===== src/rtl/serial_sub_pkg.sv =====
// Shared types for the bit-serial subtractor sequencer.
package serial_sub_pkg;

  typedef enum logic [1:0] {
    IDLE = 2'b00,
    RUN  = 2'b01,
    DONE = 2'b10
  } state_t;

endpackage


===== src/rtl/full_subtractor.sv =====
// One-bit full subtractor: D = a - b - c, Bout set when the bit underflows.
module full_subtractor (
  input  logic a,
  input  logic b,
  input  logic c,
  output logic D,
  output logic Bout
);

  assign D    = a ^ b ^ c;
  assign Bout = (~a & b) | (~(a ^ b) & c);

endmodule


===== src/rtl/serial_sub_seq.sv =====
// Bit-serial WIDTH-bit subtractor: one operand pair per handshake, LSB-first through one full_subtractor.
// Optional zero/ovf flags are built when SERIAL_SUB_FLAGS_EN is defined.
module serial_sub_seq
  import serial_sub_pkg::*;
#(
  parameter int WIDTH = 8
) (
  input  logic             clk,
  input  logic             rst,
  input  logic             in_valid,
  output logic             in_ready,
  input  logic [WIDTH-1:0] a,
  input  logic [WIDTH-1:0] b,
  input  logic             bin,
  output logic             out_valid,
  input  logic             out_ready,
  output logic [WIDTH-1:0] diff,
  output logic             bout,
`ifdef SERIAL_SUB_FLAGS_EN
  output logic             zero,
  output logic             ovf,
`endif
  output logic [1:0]       state_dbg
);

  // Handshakes: a transfer happens on a rising edge where valid && ready;
  // in_ready is high only in IDLE, out_valid only in DONE, and a DONE result holds until taken.

  localparam int CW = $clog2(WIDTH + 1);
  localparam logic [CW-1:0] CNT_LAST = CW'(WIDTH - 1);

  state_t           state_q, state_d;
  logic [WIDTH-1:0] a_sr, b_sr, diff_sr, diff_next;
  logic             brw, fs_d, fs_bout;
  logic [CW-1:0]    cnt;
  logic             accept, last;

  full_subtractor u_fs (
    .a    (a_sr[0]),
    .b    (b_sr[0]),
    .c    (brw),
    .D    (fs_d),
    .Bout (fs_bout)
  );

  // Difference bits enter at the MSB and walk down, so after WIDTH edges bit 0 is in place.
  generate
    if (WIDTH == 1) begin : g_w1
      assign diff_next = fs_d;
    end else begin : g_wn
      assign diff_next = {fs_d, diff_sr[WIDTH-1:1]};
    end
  endgenerate

  assign accept    = (state_q == IDLE) && in_valid;
  assign last      = (state_q == RUN) && (cnt == CNT_LAST);
  assign state_dbg = state_q;

  always_ff @(posedge clk or posedge rst) begin
    if (rst) state_q <= IDLE;
    else     state_q <= state_d;
  end

  always_comb begin
    state_d   = state_q;
    in_ready  = 1'b0;
    out_valid = 1'b0;
    case (state_q)
      IDLE: begin
        in_ready = 1'b1;
        if (in_valid) state_d = RUN;
      end
      RUN: begin
        if (cnt == CNT_LAST) state_d = DONE;
      end
      DONE: begin
        out_valid = 1'b1;
        if (out_ready) state_d = IDLE;
      end
      default: state_d = IDLE;
    endcase
  end

  always_ff @(posedge clk or posedge rst) begin
    if (rst) begin
      a_sr    <= '0;
      b_sr    <= '0;
      diff_sr <= '0;
      brw     <= 1'b0;
      cnt     <= '0;
      diff    <= '0;
      bout    <= 1'b0;
    end else if (accept) begin
      a_sr    <= a;
      b_sr    <= b;
      brw     <= bin;
      cnt     <= '0;
      diff_sr <= '0;
    end else if (state_q == RUN) begin
      diff_sr <= diff_next;
      a_sr    <= a_sr >> 1;
      b_sr    <= b_sr >> 1;
      brw     <= fs_bout;
      cnt     <= cnt + CW'(1);
      if (last) begin
        diff <= diff_next;
        bout <= fs_bout;
      end
    end
  end

`ifdef SERIAL_SUB_FLAGS_EN
  logic a_msb, b_msb;

  // Operand sign bits are captured at accept because the shift registers lose them during RUN.
  always_ff @(posedge clk or posedge rst) begin
    if (rst) begin
      a_msb <= 1'b0;
      b_msb <= 1'b0;
      zero  <= 1'b0;
      ovf   <= 1'b0;
    end else if (accept) begin
      a_msb <= a[WIDTH-1];
      b_msb <= b[WIDTH-1];
    end else if (last) begin
      zero <= (diff_next == '0);
      ovf  <= (a_msb ^ b_msb) & (a_msb ^ diff_next[WIDTH-1]);
    end
  end
`endif

endmodule


===== config.mk =====
export PLATFORM = sky130hd
export DESIGN_NAME = serial_sub_seq
export DESIGN_NICKNAME = d
export VERILOG_FILES = /design/src/rtl/serial_sub_pkg.sv /design/src/rtl/full_subtractor.sv /design/src/rtl/serial_sub_seq.sv
export SDC_FILE = /design/constraint.sdc
export NUM_CORES = 1
export LEC_CHECK = 0
export ABC_AREA = 1
export BUFFER_PORTS_ARGS = -buffer_cell sky130_fd_sc_hd__buf_2
export CAP_MARGIN = 20
export CORE_MARGIN = 1.5
export CORE_UTILIZATION = 48
export CTS_CLUSTER_SIZE = 8
export DETAILED_ROUTE_END_ITERATION = 16
export GPL_TIMING_DRIVEN = 0
export PLACE_DENSITY = 0.74
export SLEW_MARGIN = 20
export SYNTH_ARGS = -nofsm -noshare
export SYNTH_HDL_FRONTEND = slang
export SYNTH_SLANG_ARGS = --single-unit

===== constraint.sdc =====
create_clock -name clk -period 1.2 [get_ports clk]
set_clock_uncertainty 0.15 [all_clocks]
set_input_delay 0.24 -clock clk [delete_from_list [all_inputs] [get_ports clk]]
set_output_delay 0.24 -clock clk [all_outputs]
set_load 0.02 [all_outputs]

Word level (Yosys, flattened, before mapping)
Cells that the tools add are included.
Widths: inputs -> output; s select.
- register bits: 40
- bits in latches: 0
- memory bits (writable): 0
- memory bits (read-only): 0
- input bits: 21
- word-level logic and storage cells: 45
- memories kept: 0
- add/subtract/negate cells: 1
- multipliers: 0
- divide/modulo/power cells: 0
- magnitude comparators: 0
- equality and inequality tests: 6
- shifts and indexed selects: 0
- muxes and demuxes: 16
- bitwise logic cells: 8
- reductions and logical operators: 6
- operator list (operator ; count):
    $mux 8 ; 6
    $mux 4 ; 2
    $mux 2 ; 3
    $ne 2x2->1 const B ; 3
    $pmux 2 s3 ; 1
    $reduce_and 3->1 ; 2
    $add 4x1->4 const B ; 1
    $eq 4x3->1 const B ; 1
    $mux 1 ; 4
    $not 1->1 ; 3
    $and 1x1->1 ; 2
    $eq 2x1->1 const B ; 1
    $eq 2x2->1 const B ; 1
    $logic_and 1x1->1 ; 2
    $logic_not 2->1 ; 1
    $reduce_bool 2->1 ; 1
    $xor 1x1->1 ; 2
    $or 1x1->1 ; 1

Logic depth before layout (Yosys ltp)
- depth after elaboration: 6
- depth in mapped cells: 6
- mapped depth without buffers: 6

Modules after synthesis
Synthesis repeated with hierarchy kept, for this count alone.
- cells, all modules: 189
- area, all modules: 1681.6 sq um
- by module, submodules not included (module ; times used ; cells an instance ; area an instance (sq um)):
    serial_sub_seq ; 1 ; 185 ; 1650.3
    full_subtractor ; 1 ; 4 ; 31.3

Least setup slack after synthesis
No wires, ideal clock.
- path type: register -> register
- start: register state_q[0] (netlist: state_dbg[0])
- end: register diff[7]
- setup time: 0.117 ns
- arrival time: 1.056 ns
- required time: 0.933 ns
- path slack: -0.123 ns
- cell stages (with the launch flop): 6
- buffers on the path: 0
- cells stage by stage: dfrtp_1 nand2_1 inv_2 nand2_2 nand2_1 nand2_1
- longest elaborated chain between the ends: 4
- elaborated cells between the ends (all ways): 6
- classes of those cells: 1 x eq/ne; 1 x bitwise; 4 x reduce/logical
- RTL lines (item ; RTL line ; text):
    start, declared ; serial_sub_seq.sv:32 ; state_t state_q, state_d;
    start signal, assigned ; serial_sub_seq.sv:61 ; else state_q <= state_d;
    $logic_not 2->1 ; serial_sub_seq.sv:55 ; assign accept = (state_q == IDLE) && in_valid;
    $logic_and 1x1->1 ; serial_sub_seq.sv:55 ;
    $not 1->1 (no line) ; n/a ;
    $reduce_and 3->1 (no line) * ; n/a ;
    end signal, assigned ; serial_sub_seq.sv:106 ; diff <= diff_next;
    end, declared ; serial_sub_seq.sv:17 ; output logic [WIDTH-1:0] diff,
Mark *: on every way between the ends. The rest lies on a longest branch, timed or not.
A chain may end at the register's enable or synchronous reset.

Worst setup path after layout
- start: register state_q[1] (netlist: state_dbg[1])
- end: output port in_ready
- longest elaborated chain between the ends: 2
- RTL lines (item ; RTL line ; text):
    $logic_not 2->1 ; serial_sub_seq.sv:68 ; case (state_q)
    $mux 1 ; serial_sub_seq.sv:68 ;
    end, declared ; serial_sub_seq.sv:11 ; output logic in_ready,
No other way between the ends.

==> key figures <==
Run status
  • Status: finished with violations
  • Failing checks: hold timing, setup timing

Timing
  • Fmax: 651.5 MHz
  • RSZ-0062 raised after global routing: true
  • Slew headroom: 0.4493
  • Slew Viols, Final: 0
  • Final setup fails: 52
  • Worst Tran Pin Value: 824.3 ps
  • TNS Setup: -11520 ps
  • Fin Hold WS: -131.2 ps
  • Setup WS post-layout: -335.0 ps
  • Final period util: 1.279
  • Fin. Hold Viols: 39
  • Min Tclk post-route: 1535 ps

Clock tree
  • TritonCTS clock tree: yes
  • Post-CTS Hold Buffers: 16
  • Clock-pin slew on the worst setup and hold paths: 130 ps
  • Num CTS Buffers: 5
  • CTS Buffer Depth: 2
  • # H-tree levels: 2
  • Clock sink total: 39
  • Clk Latency, worst-skew pair: 350 ps
  • CTS root buf: clkbuf_4

Pwr
  • VDD IR max: 1.284 mV
  • PwrDens: 2421 nW/um^2
  • Tot Pwr: 6.868 mW
  • LEAKAGE: 1.471 nW

Global routing
  • Grt ovf: 0
  • Global Route Usage Sum: 0.2442
  • Vias in the first global route: 1573
  • First-pass GRT wire length: 7251 um
  • Initial antenna violation count: 0
  • Largest net degree at the start of global routing: 40

Worst setup path
  • CP endpoint kind: output pin
  • FF-to-FF setup slack: -300 ps
  • Worst Setup Start Kind: flop
  • Critical path origin: state_dbg[1]
  • Required time of the critical path: 810 ps
  • Cell count of the worst reg-to-reg path: 8
  • Crit path kind: reg2out
  • Origin of the critical flop-to-flop path: state_dbg[1]
  • Crit path DAT: 1150 ps
  • Crit Path Max Fanout: 2
  • R2R Path End: diff[1]

Finish
  • Nets: 303
  • Design Area, Final: 2836 um^2
  • Layout fillers: 168
  • Area Growth Syn to Fin: 68.68%
  • Fin util: 0.8500
  • Antenna Cells: 0
  • Final cell count without fillers: 327
  • Layout cells sized above 1: 0.5089

Placement
  • # placed instances: 277
  • DP HPWL: 2385 um
  • PortBufs: 33
  • Final Wtd Congestion: 0.8353
  • DP Area: 1974 um^2
  • Post-Place Worst Slack: -160.7 ps

Floorplan
  • Die area: 3868 um^2
  • Die X: 62.19 um
  • Die H: 62.19 um
  • Initial Utilization: 0.5039
  • # IOs: 34
  • Site Rows: 21
  • Core box area: 3337 um^2

Detailed routing
  • Vias per inst: 5.177
  • Wire per inst: 15.43 um
  • Detailed-route via count: 1693
  • Routed Antenna Nets: 0
  • Iteration-0 DRC Markers: 67
  • TritonRoute pass-1 iters: 4
  • Routed WL: 5047 um
  • DRC errors left: 0

Hold path
  • Min-delay worst type: in2async

Synthesis
  • Synthesized area: 1682 um^2
  • Mean Syn Cell Area: 8.493 um^2
  • Cells after Synth: 198
  • Synthesized netlist net count: 221
  • Sequential fraction of the synthesis area: 0.5804
  • Synth Warn #: 0
  • Yosys cell types: 17
  • Post-synthesis sequential element count: 39

Job
  • # Max-Cap Violations: 0
## cells in the final DEF, fill, tap and decap left out, types with 2 or more instances in the layout
cell           Yosys  routed
clkbuf_16          0       2
dfrtp_1           39      37
buf_4              1      11
nor2_4             0       5
buf_8              0       3
nand3_2            0      15
inv_6              0       2
nand2_4            0       7
dlygate4sd3_1      0      16
nand2_8            0       2
nand2_2            1      29
o21ai_4            0       2
o21ai_2            1       4
nand2_1           89      52
nor2_1             5       2
dfrtp_2            0       2
clkinvlp_4         0       2
inv_1              8       6
buf_6              1      25
buf_2              6      22
nand3_1           34      19
o21ai_1            0       2
clkbuf_4           0       5
## sequential cells by signal (all words and copies together), names as in the netlist
signal,flops
a_sr,8
b_sr,8
diff,8
diff_sr,7
cnt,4
state_dbg,2
bout,1
brw,1
## cells in the mapped netlist (all sizes together)
library cell,instances,share of area
nor2,6,0.015
a21oi,1,0.0030
nand2,90,0.20
fa,1,0.012
nand3,34,0.10
o31ai,1,0.0045
dfrtp,39,0.58
buf,8,0.029
o21ai,7,0.023
ha,1,0.0074
inv,10,0.022
## metal layers
metal  share of wire  GRT usage  up-vias
met2            0.54     0.4171       73
met4           0.024    0.07500        0
met5               0          0        -
met1            0.38     0.3013      806
met3           0.059    0.07065       14
li1                -          -      800
## layout make-up
type / instances / area, um^2 / area share
clock buffers: 6 / 41.29 / 0.01456
clock inverters: 2 / 12.51 / 0.004411
plain buffers: 8 / 81.33 / 0.02867
flip-flops and latches: 39 / 978.4 / 0.3449
multi-input cells: 143 / 929.6 / 0.3277
repair buffers: 72 / 668.1 / 0.2356
inverters: 10 / 58.81 / 0.02073
well taps: 46 / 57.56 / 0.02029
repair inverters: 1 / 8.758 / 0.003088
## logic make-up (layout without fill, tap and decap cells)
group,count (synthesis),in the layout,synth area share
compound gates,9,10,0.03051
fa+ha+maj,2,2,0.01934
buf+inv,18,99,0.05134
flops,39,39,0.5804
simple gates,130,131,0.3185
## worst max-delay path: stages, from the launching register on
cell and delay [ps]:
dfrtp_2 450, nor2_4 130, buf_6 110, buf_6 110
## where the power goes
part | total (mW) | switching [mW] | leakage [nW] | internal (mW)
combinational | 3.89 | 1.98 | 0.939 | 1.91
sequential | 2.31 | 0.468 | 0.504 | 1.84
clock | 0.675 | 0.448 | 0.0282 | 0.226
## how the worst max path moves through the flow
stage / to / slack, ps
6_report: in_ready / -340
5_1_grt: in_ready / -390
4_1_cts: in_ready / -340
3_5_place_dp: in_ready / -160
3_3_place_gp: in_ready / -150
2_1_floorplan: diff[7] / -30
## repair_timing
item,CTS,global route
endpoints found under the setup margin,50,52
endpoints found under the hold margin,55,39
buffers inserted,12,7
pin swaps,4,10
cloned,4,3
resized for setup,51,70
No activity file was read; power rests on OpenSTA's default activity.
